## src/rtl/sram_arbiter_pkg.sv

```systemverilog
// Shared definitions for the instruction/data SRAM arbiter: bus widths,
// requester-ID encoding, the legal read-latency window and the tag record
// carried through the response pipeline.
package sram_arbiter_pkg;

  localparam int ADDR_W   = 32;
  localparam int DATA_W   = 32;
  localparam int STRB_W   = DATA_W / 8;
  localparam int STARVE_W = 3;

  // Legal SRAM read latency window, in cycles
  localparam int LAT_MIN = 1;
  localparam int LAT_MAX = 4;

  // Requester identity carried with every issued access
  typedef enum logic {
    OWNER_INST = 1'b0,
    OWNER_DATA = 1'b1
  } owner_e;

  // One slot of the response pipeline
  typedef struct packed {
    logic   valid;
    owner_e owner;
  } tag_t;

  // True when a read latency lies inside the supported window
  function automatic logic latLegal(input int lat);
    return (lat >= LAT_MIN) && (lat <= LAT_MAX);
  endfunction

  // Drops an instruction tag when a flush is active; data tags always survive
  function automatic tag_t scrubTag(input tag_t tag, input logic killInst);
    tag_t result;
    result = tag;
    if (killInst && (tag.owner == OWNER_INST)) begin
      result.valid = 1'b0;
    end
    return result;
  endfunction

endpackage

```

## src/rtl/sram_arbiter_if.sv

```systemverilog
// Bundle of the requester-side handshakes and the SRAM port.
// master : the CPU pipeline issuing instruction and data requests
// slave  : the arbiter itself
// mem    : the synchronous SRAM answering the arbiter
interface sram_arbiter_if;
  import sram_arbiter_pkg::*;

  // Pipeline control
  logic              flush;

  // Instruction-side channel
  logic              inst_req;
  logic [ADDR_W-1:0] inst_addr;
  logic              inst_addr_ok;
  logic              inst_data_ok;
  logic [DATA_W-1:0] inst_rdata;

  // Data-side channel
  logic              data_req;
  logic              data_wr;
  logic [STRB_W-1:0] data_wstrb;
  logic [ADDR_W-1:0] data_addr;
  logic [DATA_W-1:0] data_wdata;
  logic              data_addr_ok;
  logic              data_data_ok;
  logic [DATA_W-1:0] data_rdata;

  // Shared SRAM port
  logic              sram_en;
  logic [STRB_W-1:0] sram_wen;
  logic [ADDR_W-1:0] sram_addr;
  logic [DATA_W-1:0] sram_wdata;
  logic [DATA_W-1:0] sram_rdata;

  modport master (
    output flush,
    output inst_req, inst_addr,
    output data_req, data_wr, data_wstrb, data_addr, data_wdata,
    input  inst_addr_ok, inst_data_ok, inst_rdata,
    input  data_addr_ok, data_data_ok, data_rdata
  );

  modport slave (
    input  flush,
    input  inst_req, inst_addr,
    input  data_req, data_wr, data_wstrb, data_addr, data_wdata,
    output inst_addr_ok, inst_data_ok, inst_rdata,
    output data_addr_ok, data_data_ok, data_rdata,
    output sram_en, sram_wen, sram_addr, sram_wdata,
    input  sram_rdata
  );

  modport mem (
    input  sram_en, sram_wen, sram_addr, sram_wdata,
    output sram_rdata
  );

endinterface

```

## src/rtl/sram_arbiter_resp_tag_pipe.sv

```systemverilog
// Response tag pipeline: one {valid, owner} slot per issued cycle, shifted
// forward every clock so the tag leaves the last stage exactly when the SRAM
// read data for that access appears. A flush kills every instruction tag in
// flight, including the one leaving the pipe in the flush cycle itself.
module resp_tag_pipe
  import sram_arbiter_pkg::*;
#(
  parameter int LAT = 1
) (
  input  logic   clk,
  input  logic   reset,
  input  logic   push,
  input  owner_e owner_in,
  input  logic   kill_inst,
  output logic   out_valid,
  output owner_e out_owner
);

  tag_t stage_q [LAT];
  tag_t stage_d [LAT];
  tag_t inTag;
  tag_t exitTag;

  // Next-state of every stage: load the new tag, shift the rest, scrub inst tags on flush
  always_comb begin
    inTag.valid = push;
    inTag.owner = owner_in;
    for (int i = 0; i < LAT; i++) begin
      stage_d[i] = '0;
    end
    stage_d[0] = scrubTag(inTag, kill_inst);
    for (int i = 1; i < LAT; i++) begin
      stage_d[i] = scrubTag(stage_q[i-1], kill_inst);
    end
  end

  // Stage registers; reset empties the pipe so no pre-reset response survives
  always_ff @(posedge clk or posedge reset) begin
    if (reset) begin
      for (int i = 0; i < LAT; i++) begin
        stage_q[i] <= '0;
      end
    end else begin
      for (int i = 0; i < LAT; i++) begin
        stage_q[i] <= stage_d[i];
      end
    end
  end

  // The leaving tag is also subject to a same-cycle flush
  always_comb begin
    exitTag   = scrubTag(stage_q[LAT-1], kill_inst);
    out_valid = exitTag.valid;
    out_owner = exitTag.owner;
  end

endmodule

```

## src/rtl/sram_arbiter.sv

```systemverilog
// Two-requester arbiter in front of a single fixed-latency SRAM. Data accesses
// normally win; an instruction fetch that has lost STARVE_MAX cycles in a row
// is forced through. Grants are combinational (same-cycle addr_ok), responses
// come back in issue order LAT cycles later, steered by the tag pipeline.
module sram_arbiter
  import sram_arbiter_pkg::*;
#(
  parameter int LAT        = 1,
  parameter int STARVE_MAX = 4
) (
  input logic           clk,
  input logic           reset,
  sram_arbiter_if.slave bus
);

  // Parameter sanity: the tag pipe and the 3-bit counter only cover these ranges
  if (!latLegal(LAT)) begin : gLatRangeBad
    $error("sram_arbiter: LAT must lie within 1..4");
  end
  if ((STARVE_MAX < 1) || (STARVE_MAX > ((1 << STARVE_W) - 1))) begin : gStarveRangeBad
    $error("sram_arbiter: STARVE_MAX must fit the starvation counter");
  end

  localparam logic [STARVE_W-1:0] STARVE_LIM = STARVE_W'(STARVE_MAX);
  localparam logic [STARVE_W-1:0] STARVE_ONE = STARVE_W'(1);

  logic [STARVE_W-1:0] starveCnt_q;
  logic [STARVE_W-1:0] starveCnt_d;

  logic   instEligible;
  logic   dataGrant;
  logic   instGrant;
  logic   anyGrant;
  owner_e grantOwner;
  logic   respValid;
  owner_e respOwner;

  // Arbitration: flush hides the fetch, data wins unless the fetch is starved
  always_comb begin
    instEligible = bus.inst_req & ~bus.flush & ~reset;
    dataGrant    = bus.data_req & ~reset &
                   ~(instEligible & (starveCnt_q == STARVE_LIM));
    instGrant    = instEligible & ~dataGrant;
    anyGrant     = instGrant | dataGrant;
    grantOwner   = instGrant ? OWNER_INST : OWNER_DATA;
  end

  // Starvation count: grows while an eligible fetch keeps losing, else restarts
  always_comb begin
    starveCnt_d = '0;
    if (instEligible && !instGrant) begin
      if (starveCnt_q < STARVE_LIM) begin
        starveCnt_d = starveCnt_q + STARVE_ONE;
      end else begin
        starveCnt_d = starveCnt_q;
      end
    end
  end

  // Starvation counter register
  always_ff @(posedge clk or posedge reset) begin
    if (reset) begin
      starveCnt_q <= '0;
    end else begin
      starveCnt_q <= starveCnt_d;
    end
  end

  // SRAM command: address mux follows the winner, write data always from the data side
  always_comb begin
    bus.inst_addr_ok = instGrant;
    bus.data_addr_ok = dataGrant;
    bus.sram_en      = anyGrant;
    bus.sram_wen     = (dataGrant && bus.data_wr) ? bus.data_wstrb : '0;
    bus.sram_addr    = instGrant ? bus.inst_addr : bus.data_addr;
    bus.sram_wdata   = bus.data_wdata;
  end

  resp_tag_pipe #(
    .LAT(LAT)
  ) uTagPipe (
    .clk      (clk),
    .reset    (reset),
    .push     (anyGrant),
    .owner_in (grantOwner),
    .kill_inst(bus.flush),
    .out_valid(respValid),
    .out_owner(respOwner)
  );

  // Response steering: the leaving tag picks which requester sees data_ok
  always_comb begin
    bus.inst_data_ok = respValid && (respOwner == OWNER_INST);
    bus.data_data_ok = respValid && (respOwner == OWNER_DATA);
    bus.inst_rdata   = bus.sram_rdata;
    bus.data_rdata   = bus.sram_rdata;
  end

endmodule
```

## src/flat_wrapper.sv

```systemverilog
// flat-port wrapper written by rule: the top's interface ports become plain ports
module sram_arbiter_flat import sram_arbiter_pkg::*;
#(
  parameter int LAT        = 1,
  parameter int STARVE_MAX = 4
)
  (clk, reset, bus_flush, bus_inst_req, bus_inst_addr, bus_data_req, bus_data_wr, bus_data_wstrb, bus_data_addr, bus_data_wdata, bus_inst_addr_ok, bus_inst_data_ok, bus_inst_rdata, bus_data_addr_ok, bus_data_data_ok, bus_data_rdata, bus_sram_en, bus_sram_wen, bus_sram_addr, bus_sram_wdata, bus_sram_rdata);
  sram_arbiter_if bus_i ();
  input logic clk;
  input logic reset;
  input wire logic [$bits(bus_i.flush)-1:0] bus_flush;
  input wire logic [$bits(bus_i.inst_req)-1:0] bus_inst_req;
  input wire logic [$bits(bus_i.inst_addr)-1:0] bus_inst_addr;
  input wire logic [$bits(bus_i.data_req)-1:0] bus_data_req;
  input wire logic [$bits(bus_i.data_wr)-1:0] bus_data_wr;
  input wire logic [$bits(bus_i.data_wstrb)-1:0] bus_data_wstrb;
  input wire logic [$bits(bus_i.data_addr)-1:0] bus_data_addr;
  input wire logic [$bits(bus_i.data_wdata)-1:0] bus_data_wdata;
  output wire logic [$bits(bus_i.inst_addr_ok)-1:0] bus_inst_addr_ok;
  output wire logic [$bits(bus_i.inst_data_ok)-1:0] bus_inst_data_ok;
  output wire logic [$bits(bus_i.inst_rdata)-1:0] bus_inst_rdata;
  output wire logic [$bits(bus_i.data_addr_ok)-1:0] bus_data_addr_ok;
  output wire logic [$bits(bus_i.data_data_ok)-1:0] bus_data_data_ok;
  output wire logic [$bits(bus_i.data_rdata)-1:0] bus_data_rdata;
  output wire logic [$bits(bus_i.sram_en)-1:0] bus_sram_en;
  output wire logic [$bits(bus_i.sram_wen)-1:0] bus_sram_wen;
  output wire logic [$bits(bus_i.sram_addr)-1:0] bus_sram_addr;
  output wire logic [$bits(bus_i.sram_wdata)-1:0] bus_sram_wdata;
  input wire logic [$bits(bus_i.sram_rdata)-1:0] bus_sram_rdata;
  assign bus_i.flush = bus_flush;
  assign bus_i.inst_req = bus_inst_req;
  assign bus_i.inst_addr = bus_inst_addr;
  assign bus_i.data_req = bus_data_req;
  assign bus_i.data_wr = bus_data_wr;
  assign bus_i.data_wstrb = bus_data_wstrb;
  assign bus_i.data_addr = bus_data_addr;
  assign bus_i.data_wdata = bus_data_wdata;
  assign bus_inst_addr_ok = bus_i.inst_addr_ok;
  assign bus_inst_data_ok = bus_i.inst_data_ok;
  assign bus_inst_rdata = bus_i.inst_rdata;
  assign bus_data_addr_ok = bus_i.data_addr_ok;
  assign bus_data_data_ok = bus_i.data_data_ok;
  assign bus_data_rdata = bus_i.data_rdata;
  assign bus_sram_en = bus_i.sram_en;
  assign bus_sram_wen = bus_i.sram_wen;
  assign bus_sram_addr = bus_i.sram_addr;
  assign bus_sram_wdata = bus_i.sram_wdata;
  assign bus_i.sram_rdata = bus_sram_rdata;
  sram_arbiter #(.LAT(LAT), .STARVE_MAX(STARVE_MAX)) u_core (.clk(clk), .reset(reset), .bus(bus_i));
endmodule
```

## config.mk

```make
export PLATFORM = sky130hd
export DESIGN_NAME = sram_arbiter_flat
export DESIGN_NICKNAME = d
export VERILOG_FILES = /design/src/rtl/sram_arbiter_pkg.sv /design/src/rtl/sram_arbiter_if.sv /design/src/rtl/sram_arbiter_resp_tag_pipe.sv /design/src/rtl/sram_arbiter.sv /design/src/flat_wrapper.sv
export SDC_FILE = /design/constraint.sdc
export NUM_CORES = 1
export LEC_CHECK = 0
export CORE_AREA = 2 2 106 108
export DETAILED_ROUTE_END_ITERATION = 10
export DIE_AREA = 0 0 108 110
export GPL_TIMING_DRIVEN = 0
export MAX_ROUTING_LAYER = met4
export PLACE_DENSITY_LB_ADDON = 0.1
export SLEW_MARGIN = 10
export SYNTH_ARGS = -nofsm -noshare
export SYNTH_HDL_FRONTEND = slang
export SYNTH_HIERARCHICAL = 1
export SYNTH_SLANG_ARGS = --single-unit
```

## constraint.sdc

```tcl
create_clock -name clk -period 5.25 [get_ports clk]
set_input_delay 0.7875 -clock clk [delete_from_list [all_inputs] [get_ports clk]]
set_output_delay 0.7875 -clock clk [all_outputs]
set_load 0.1 [all_outputs]
```

After elaboration in Yosys (flattened, before gate mapping). Cells that the tools add are included.

Bits of input ports: 138. Output and inout bits: 137. Flip-flop bits (word level): 5. Memories kept: 0. Bits in writable memories: 0. Logic and storage cells: 33. Bits in latches: 0. ROM bits: 0.

Shift operators: 0. Magnitude comparators: 1. Bitwise logic cells: 12. Reduce and logical (&&, ||, !) cells: 7. Equality and inequality tests: 2. Muxes and demuxes: 7. Add/subtract/negate cells: 1. Multipliers: 0. Div/mod/pow operators: 0.

Operators with widths (number): $mux 32 (1); $and 1x1->1 (6); $logic_and 1x1->1 (6); $mux 3 (2); $not 1->1 (5); $mux 4 (1); $add 3x1->3 const B (1); $eq 3x3->1 const B (1); $lt 3x3->1 const B (1); $mux 1 (3); $ne 2x2->1 const B (1); $logic_not 1->1 (1); $or 1x1->1 (1).

Logic depth before layout (Yosys ltp). Gate-level depths: netlist (run 1).

Depth in word-level cells: 11. Mapped depth: 8. Depth with buffers taken out: 7.

Modules after synthesis. Netlist (run 1), hierarchy kept.

By module, submodules not included: sram_arbiter (area an instance 1441.4 um2, seq. area each 75.1 um2, instances 1, cells an instance 161); resp_tag_pipe (area an instance 76.3 um2, seq. area each 50.0 um2, instances 1, cells an instance 7).

Worst setup path after synthesis (run 1). Ideal clock, no wire load.

Path type: input to output. From: in bus_flush. To: out bus_sram_wen[0]. Stages: 3. Path buffers: 0. Data required time: 4463 ps. Arrival time: 2641 ps. Setup slack: 1822 ps. Cell sequence: nand2b_1 -> o21a_1 -> and3_1.

Longest elaborated chain between the ends: 8.

Ends and longest elaborated chain: from (decl) (line flat_wrapper.sv:11) `input wire logic [$bits(bus_i.flush)-1:0] bus_flush;`; $not 1->1 (line sram_arbiter.sv:40) `instEligible = bus.inst_req & ~bus.flush & ~reset;`; $and 1x1->1 (2 in series) (line sram_arbiter.sv:40); $and 1x1->1 (line sram_arbiter.sv:42) `~(instEligible & (starveCnt_q == STARVE_LIM));`; $not 1->1 (line sram_arbiter.sv:42); $and 1x1->1 (line sram_arbiter.sv:41) `dataGrant = bus.data_req & ~reset &`; net bus_data_addr_ok (line flat_wrapper.sv:22) `output wire logic [$bits(bus_i.data_addr_ok)-1:0] bus_data_addr_ok;`; $logic_and 1x1->1 (line sram_arbiter.sv:74) `bus.sram_wen = (dataGrant && bus.data_wr) ? bus.data_wstrb : '0;`; $mux 4 (line sram_arbiter.sv:74); to (decl) (line flat_wrapper.sv:26) `output wire logic [$bits(bus_i.sram_wen)-1:0] bus_sram_wen;`.

The timed path passes the listed nets, and every way through them passes these cells.

Final worst setup path (run 1).
From: in bus_flush. To: out bus_sram_addr[4].

Longest elaborated chain between the ends: 9.

Ends and longest elaborated chain: $not 1->1 (*) (line sram_arbiter.sv:40); $and 1x1->1 (*) (2 in series) (line sram_arbiter.sv:40); $and 1x1->1 (line sram_arbiter.sv:42); $not 1->1 (line sram_arbiter.sv:42); $and 1x1->1 (line sram_arbiter.sv:41); $not 1->1 (line sram_arbiter.sv:43) `instGrant = instEligible & ~dataGrant;`; $and 1x1->1 (*) (line sram_arbiter.sv:43); $mux 32 (*) (line sram_arbiter.sv:75) `bus.sram_addr = instGrant ? bus.inst_addr : bus.data_addr;`; to (decl) (line flat_wrapper.sv:27) `output wire logic [$bits(bus_i.sram_addr)-1:0] bus_sram_addr;`.

Mark *: on every way between the ends. The rest lies on a longest branch, timed or not.

==> reports/results.ini, run 1 <==
[power]
internal_power_uw = 296.4
power_frac_comb_pct = 86.2
powerDensity_nw_per_um2 = 205.2
p_leak_nw = 1.680
switching_share_pct = 62.38
power.share.clock_pct = 8.7
power.total_uw = 788.0
peakVddDrop_v = 0.0001073
p_switching_uw = 491.6
pwr-share-seq_pct = 5.1

[synthesis]
ys_ff_latch = 5
yosys.area_share.simple_pct = 5.936
avgSynthCellArea_um2 = 9.034
yosys_warnings = 6
synth_top_family_by_area = buffers and inverters
synthAdderAreaFrac_pct = 1.649
synth.distinct_cells = 20
netlist_area_um2 = 1518
synth_mux_area_share_pct = 29.35
synth_nets = 308
synth-xor-area-share_pct = 0.5771
ys_seq_area_share_pct = 8.244
synth_compound_area_share_pct = 2.803
synth_cells = 168

[route]
drt_iter0_drc = 12
antenna_left = 0
wl_per_cell_um = 11.82
routed_wl_um = 6169
drc = 0
firstDrtPassIters = 4
vias = 1791
viasPerCell = 3.431

[global_route]
grt_util_all_layers_pct = 9.158
antenna_found_initial = 0
grt_max_degree = 11
grt_pass1_wl_um = 8183
overflow = 0
grt_pass1_vias = 1628

[setup_path]
r2r_start = u_core/starveCnt_q[0]
required_ns = 4.46
critPathLaunchType = input pin
critPathCaptureType = output pin
crit_arrival_ns = 3.58
crit_start = bus_flush
critical_path_class = in -> out
worstPathMaxFanout = 10

[sta]
finalSetupViolCount = 0
setup_tns_ns = 0
max_slew_margin_pct = 31.34
grt_setup_unrepaired = false
skew_ns = 0.0006818
worst_slack_ns = 0.8824
fmax_mhz = 229.0
min_period_ns = 4.368
fin_crit_sh_pct = 83.19
hold_viol_final = 0
fin_hold_ws_ns = 0.5521
tightest_slew_ns = 1.027
maxSlewViolCount = 0

[clock_network]
htreeDepth = 1
postCtsResizedCells = 0
path_clk_slew_ns = 0.03
cts_tree = built
cts_hold_buf = 0
cts_root_buffer = clkbuf_8
cts_buffers = 3
worst_skew_pair.late_latency_ns = 0.21
tritoncts_num_sinks = 5
post_cts_buffers = 0
clockBufferDepth = 2

[final_layout]
nNetsFinal = 523
fill_cells = 1104
drive_gt1_share_pct = 35.08
stdcell_count = 522
layout_common_cells = clkdlybuf4s50_1 (210), buf_4 (96), mux2_4 (20), mux2_2 (10), inv_1 (7)
syn2layout_area_growth_pct = 153.0
antenna_cells = 0
final_common_cell = clkdlybuf4s50_1

[place]
place_inst = 518
place_ws_ns = 0.8248
place_congestion = 0.6952
dpl.hpwl_um = 5705
numPortBuffers = 210

[floorplan]
die_w_um = 108
start_util_pct = 14.19
dieHeight_um = 110
core-area_um2 = 10700
fp.dieArea_um2 = 11880
row_count = 38
pin_count = 275

[outcome]
status = finished clean

[flow_run]
maxCapViolCount = 0

[min_path]
min_from = u_core/starveCnt_q[1]
hold_path_class = reg -> reg

## metal layers
| metal | up-vias | routed length [um] | GRT usage [%] |
|---|---|---|---|
| met5 | - | 0 | - |
| met4 | 0 | 42 | 1.740 |
| met3 | 4 | 669 | 1.822 |
| met2 | 124 | 3553 | 18.91 |
| met1 | 792 | 1903 | 8.757 |
| li1 | 871 | - | - |
## critical path: stages
cell	delay (ns)
clkdlybuf4s50_1	0.47
nand2b_1	0.23
a211oi_4	0.50
buf_6	0.26
mux2_4	0.17
clkdlybuf4s50_1	1.15
## final timing paths
check	end	slack, ns	depth (start not counted)
min in group asynchronous	u_core/uTagPipe/stage_q[1]	0.89	2
hold / removal	u_core/starveCnt_q[1]	0.55	2
hold reg to reg	u_core/starveCnt_q[1]	0.55	2
setup reg to reg	u_core/uTagPipe/stage_q[1]	3.53	8
max in group asynchronous	u_core/starveCnt_q[2]	4.21	2
setup / recovery	bus_sram_addr[4]	0.88	6
## final cells by class
type	count	area, um^2	share of cell area, %
flip-flops and latches	5	125.1	3.258
plain buffers	99	754.5	19.65
inverters	7	26.28	0.6843
multi-input cells	57	611.8	15.93
well taps	140	175.2	4.562
repair buffers	210	2102	54.74
clock buffers	4	45.04	1.173
## Yosys cell counts, drive strengths merged
cell type,n,area (um^2)
nand2,1,6.260
xor2,1,8.760
nor2b,3,18.77
inv,7,26.28
a21boi,2,15.01
ha,2,25.02
dfrtp,5,125.1
o21a,1,7.510
buf,99,754.5
and3,4,25.02
nand3,1,5.000
mux2i,1,10.01
nand2b,1,6.260
mux2,32,435.4
a211oi,1,20.02
and2,1,6.260
nor2,6,22.52
## sequential cells by signal (all words and copies together), names as in the netlist
register / cells
u_core/uTagPipe/out_owner: 1
u_core/uTagPipe/stage_q: 1
u_core/starveCnt_q: 3
## stage by stage
step / cell area, um^2 / util [%]
6_report: 3840 / 35.89
5_1_grt: 3840 / 35.89
4_1_cts: 3840 / 35.89
3_5_place_dp: 3795 / 35.47
3_3_place_gp: 3795 / 35.47
2_1_floorplan: 1518 / -
## cell families after synthesis
family	Yosys count
mux	33
compound gates	4
fa+ha+maj	2
buf+inv	106
simple gates	17
flops	5
xor+xnor	1
## power groups by stage
| stage | Sequential [mW] | Combinational [mW] | Clock [mW] |
|---|---|---|---|
| after floorplan | 0.0405 | 0.519 | 0 |
| final | 0.0401 | 0.680 | 0.0682 |
| after global placement | 0.0406 | 0.681 | 0 |
| after global routing | 0.0402 | 0.697 | 0.0736 |
| after CTS | 0.0401 | 0.684 | 0.0707 |
| after detailed placement | 0.0406 | 0.683 | 0 |
Note: power is estimated with default switching activity, not from simulation.
==> run 2: changes to the inputs <==
--- a/config.mk
+++ b/config.mk
@@ -5,9 +5,9 @@
 export SDC_FILE = /design/constraint.sdc
 export NUM_CORES = 1
 export LEC_CHECK = 0
-export CORE_AREA = 2 2 106 108
+export CORE_AREA = 2 2 108 110
 export DETAILED_ROUTE_END_ITERATION = 10
-export DIE_AREA = 0 0 108 110
+export DIE_AREA = 0 0 110 112
 export GPL_TIMING_DRIVEN = 0
 export MAX_ROUTING_LAYER = met4
 export PLACE_DENSITY_LB_ADDON = 0.1
==> constraint.sdc (replaced) <==
create_clock -name clk -period 4.5 [get_ports clk]
set_input_delay 0.675 -clock clk [delete_from_list [all_inputs] [get_ports clk]]
set_output_delay 0.675 -clock clk [all_outputs]
set_load 0.1 [all_outputs]
==> reports/results.ini, run 2 (synthesis results as in run 1) <==
[sta]
fin_hold_ws_ns = 0.5690  ; was 0.5521 ns
skew_ns = 0.0008544  ; was 0.0006818 ns
max_slew_margin_pct = 31.06  ; was 31.34%
tightest_slew_ns = 1.031  ; was 1.027 ns
grt_setup_unrepaired = false  ; unchanged
hold_viol_final = 0  ; unchanged
maxSlewViolCount = 0  ; unchanged
setup_tns_ns = 0  ; unchanged
fmax_mhz = 243.1
finalSetupViolCount = 0  ; unchanged
worst_slack_ns = 0.3868  ; was 0.8824 ns
fin_crit_sh_pct = 91.40
min_period_ns = 4.113

[route]
antenna_left = 0  ; unchanged
routed_wl_um = 6029  ; was 6169 um
vias = 1763  ; was 1791
firstDrtPassIters = 4  ; unchanged
viasPerCell = 3.358  ; was 3.431
wl_per_cell_um = 11.48  ; was 11.82 um
drc = 0  ; unchanged
drt_iter0_drc = 19  ; was 12

[place]
place_congestion = 0.6614  ; was 0.6952
place_inst = 521  ; was 518
dpl.hpwl_um = 5515  ; was 5705 um
numPortBuffers = 210  ; unchanged
placed_cell_area_um2 = 3799  ; was 3795 um^2
place_ws_ns = 0.2830  ; was 0.8248 ns

[final_layout]
final_common_cell = clkdlybuf4s50_1  ; unchanged
syn2layout_area_growth_pct = 155.5  ; was 153.0%
nNetsFinal = 523  ; unchanged
fill_cells = 1143  ; was 1104
drive_gt1_share_pct = 35.08  ; unchanged
stdcell_count = 525  ; was 522
top_register = u_core/starveCnt_q  ; unchanged
layout_common_cells = clkdlybuf4s50_1 (210), buf_4 (96), mux2_4 (20), mux2_2 (10), inv_1 (7)  ; unchanged
antenna_cells = 0  ; unchanged
largest_reg_flops = 3  ; unchanged
stdcell_area_um2 = 3877  ; was 3840 um^2

[global_route]
antenna_found_initial = 0  ; unchanged
overflow = 0  ; unchanged
grt_pass1_wl_um = 8473  ; was 8183 um
grt_util_all_layers_pct = 9.012  ; was 9.158%
grt_pass1_vias = 1799  ; was 1628
grt_max_degree = 11  ; unchanged

[clock_network]
cts_hold_buf = 0  ; unchanged
postCtsResizedCells = 0  ; unchanged
htreeDepth = 1  ; unchanged
cts_root_buffer = clkbuf_16  ; was clkbuf_8
cts_tree = built  ; unchanged
path_clk_slew_ns = 0.03  ; about the same
tritoncts_num_sinks = 5  ; unchanged
clockBufferDepth = 2  ; unchanged
worst_skew_pair.late_latency_ns = 0.22  ; was 0.21 ns
cts_buffers = 3  ; unchanged
post_cts_buffers = 0  ; unchanged

[setup_path]
cp_num_cells = 6  ; unchanged
required_ns = 3.83  ; was 4.46 ns
critPathLaunchType = input pin  ; unchanged
worstPathMaxFanout = 10  ; unchanged
critPathCaptureType = output pin  ; unchanged
critical_path_class = in -> out  ; unchanged
crit_buf_inv = 3  ; unchanged
critPathMaxStageDelay_ns = 1.15  ; about the same
crit_top_cell = clkdlybuf4s50_1  ; unchanged
ff2ff_path_depth = 8  ; unchanged
crit_arrival_ns = 3.44  ; was 3.58 ns
cp_cell_sequence = clkdlybuf4s50_1, nand2b_1, a211oi_4, buf_6, mux2_4, clkdlybuf4s50_1  ; unchanged
slowest_stage = clkdlybuf4s50_1  ; unchanged
critical_path.top_delay_family = buffers and inverters  ; unchanged

[floorplan]
core-area_um2 = 11170  ; was 10700 um^2
fp.dieArea_um2 = 12320  ; was 11880 um^2
dieHeight_um = 112  ; was 110 um
die_w_um = 110  ; was 108 um
start_util_pct = 13.58  ; was 14.19%
pin_count = 275  ; unchanged
row_count = 39  ; was 38

[outcome]
status = finished clean  ; unchanged

[min_path]
hold_path_class = reg -> reg  ; unchanged
hold-path-cell-count = 2  ; unchanged

[flow_run]
maxCapViolCount = 0  ; unchanged

[power]
p_leak_nw = 1.695  ; was 1.680 nW
powerDensity_nw_per_um2 = 253.8  ; was 205.2 nW/um^2
peakVddDrop_v = 0.0001120  ; was 0.0001073 V

[run 2: final timing paths]
path	startpoint	to	slack, ns
worst max-delay path	bus_flush	bus_sram_addr[21]	0.39
worst min-delay path	u_core/starveCnt_q[1]	u_core/starveCnt_q[1]	0.57
worst max register to register	u_core/starveCnt_q[0]	u_core/uTagPipe/stage_q[1]	2.76
worst min register to register	u_core/starveCnt_q[1]	u_core/starveCnt_q[1]	0.57
max in group asynchronous	reset	u_core/starveCnt_q[1]	3.56
min in group asynchronous	reset	u_core/uTagPipe/stage_q[1]	0.77
[run 2: tightest hold or removal path: cells and delay by family, from the launching register on]
kind	cells	cell delay, ns
flops	1	0.36
mux	1	0.08
simple gates	1	0.08
[run 2: power by group]
part	switching (mW)	total [mW]	internal, mW
registers	0.000489	0.0468	0.0463
clock network	0.0272	0.144	0.117
logic	0.554	0.793	0.239
[run 2: per-layer routing]
metal / vias up / global-route usage [%] / routed length, um
met5: - / - / 0
met4: 0 / 1.688 / 41
met3: 4 / 1.639 / 699
met2: 134 / 18.00 / 3294
met1: 756 / 8.766 / 1993
li1: 869 / - / -
[run 2: stage by stage]
step | power, mW | utilization [%]
floorplan | 0.6527 | -
global placement | 0.8427 | 33.99
detailed placement | 0.8441 | 33.99
CTS | 0.9912 | 34.70
global route | 1.013 | 34.70
finish | 0.9841 | 34.70
[run 2: area by class of cell]
class | instances | area (um^2) | area share [%]
plain buffers | 99 | 754.5 | 19.46
clock buffers | 4 | 78.83 | 2.033
flip-flops and latches | 5 | 125.1 | 3.227
multi-input cells | 57 | 611.8 | 15.78
well taps | 143 | 178.9 | 4.614
inverters | 7 | 26.28 | 0.6776
repair buffers | 210 | 2102 | 54.21
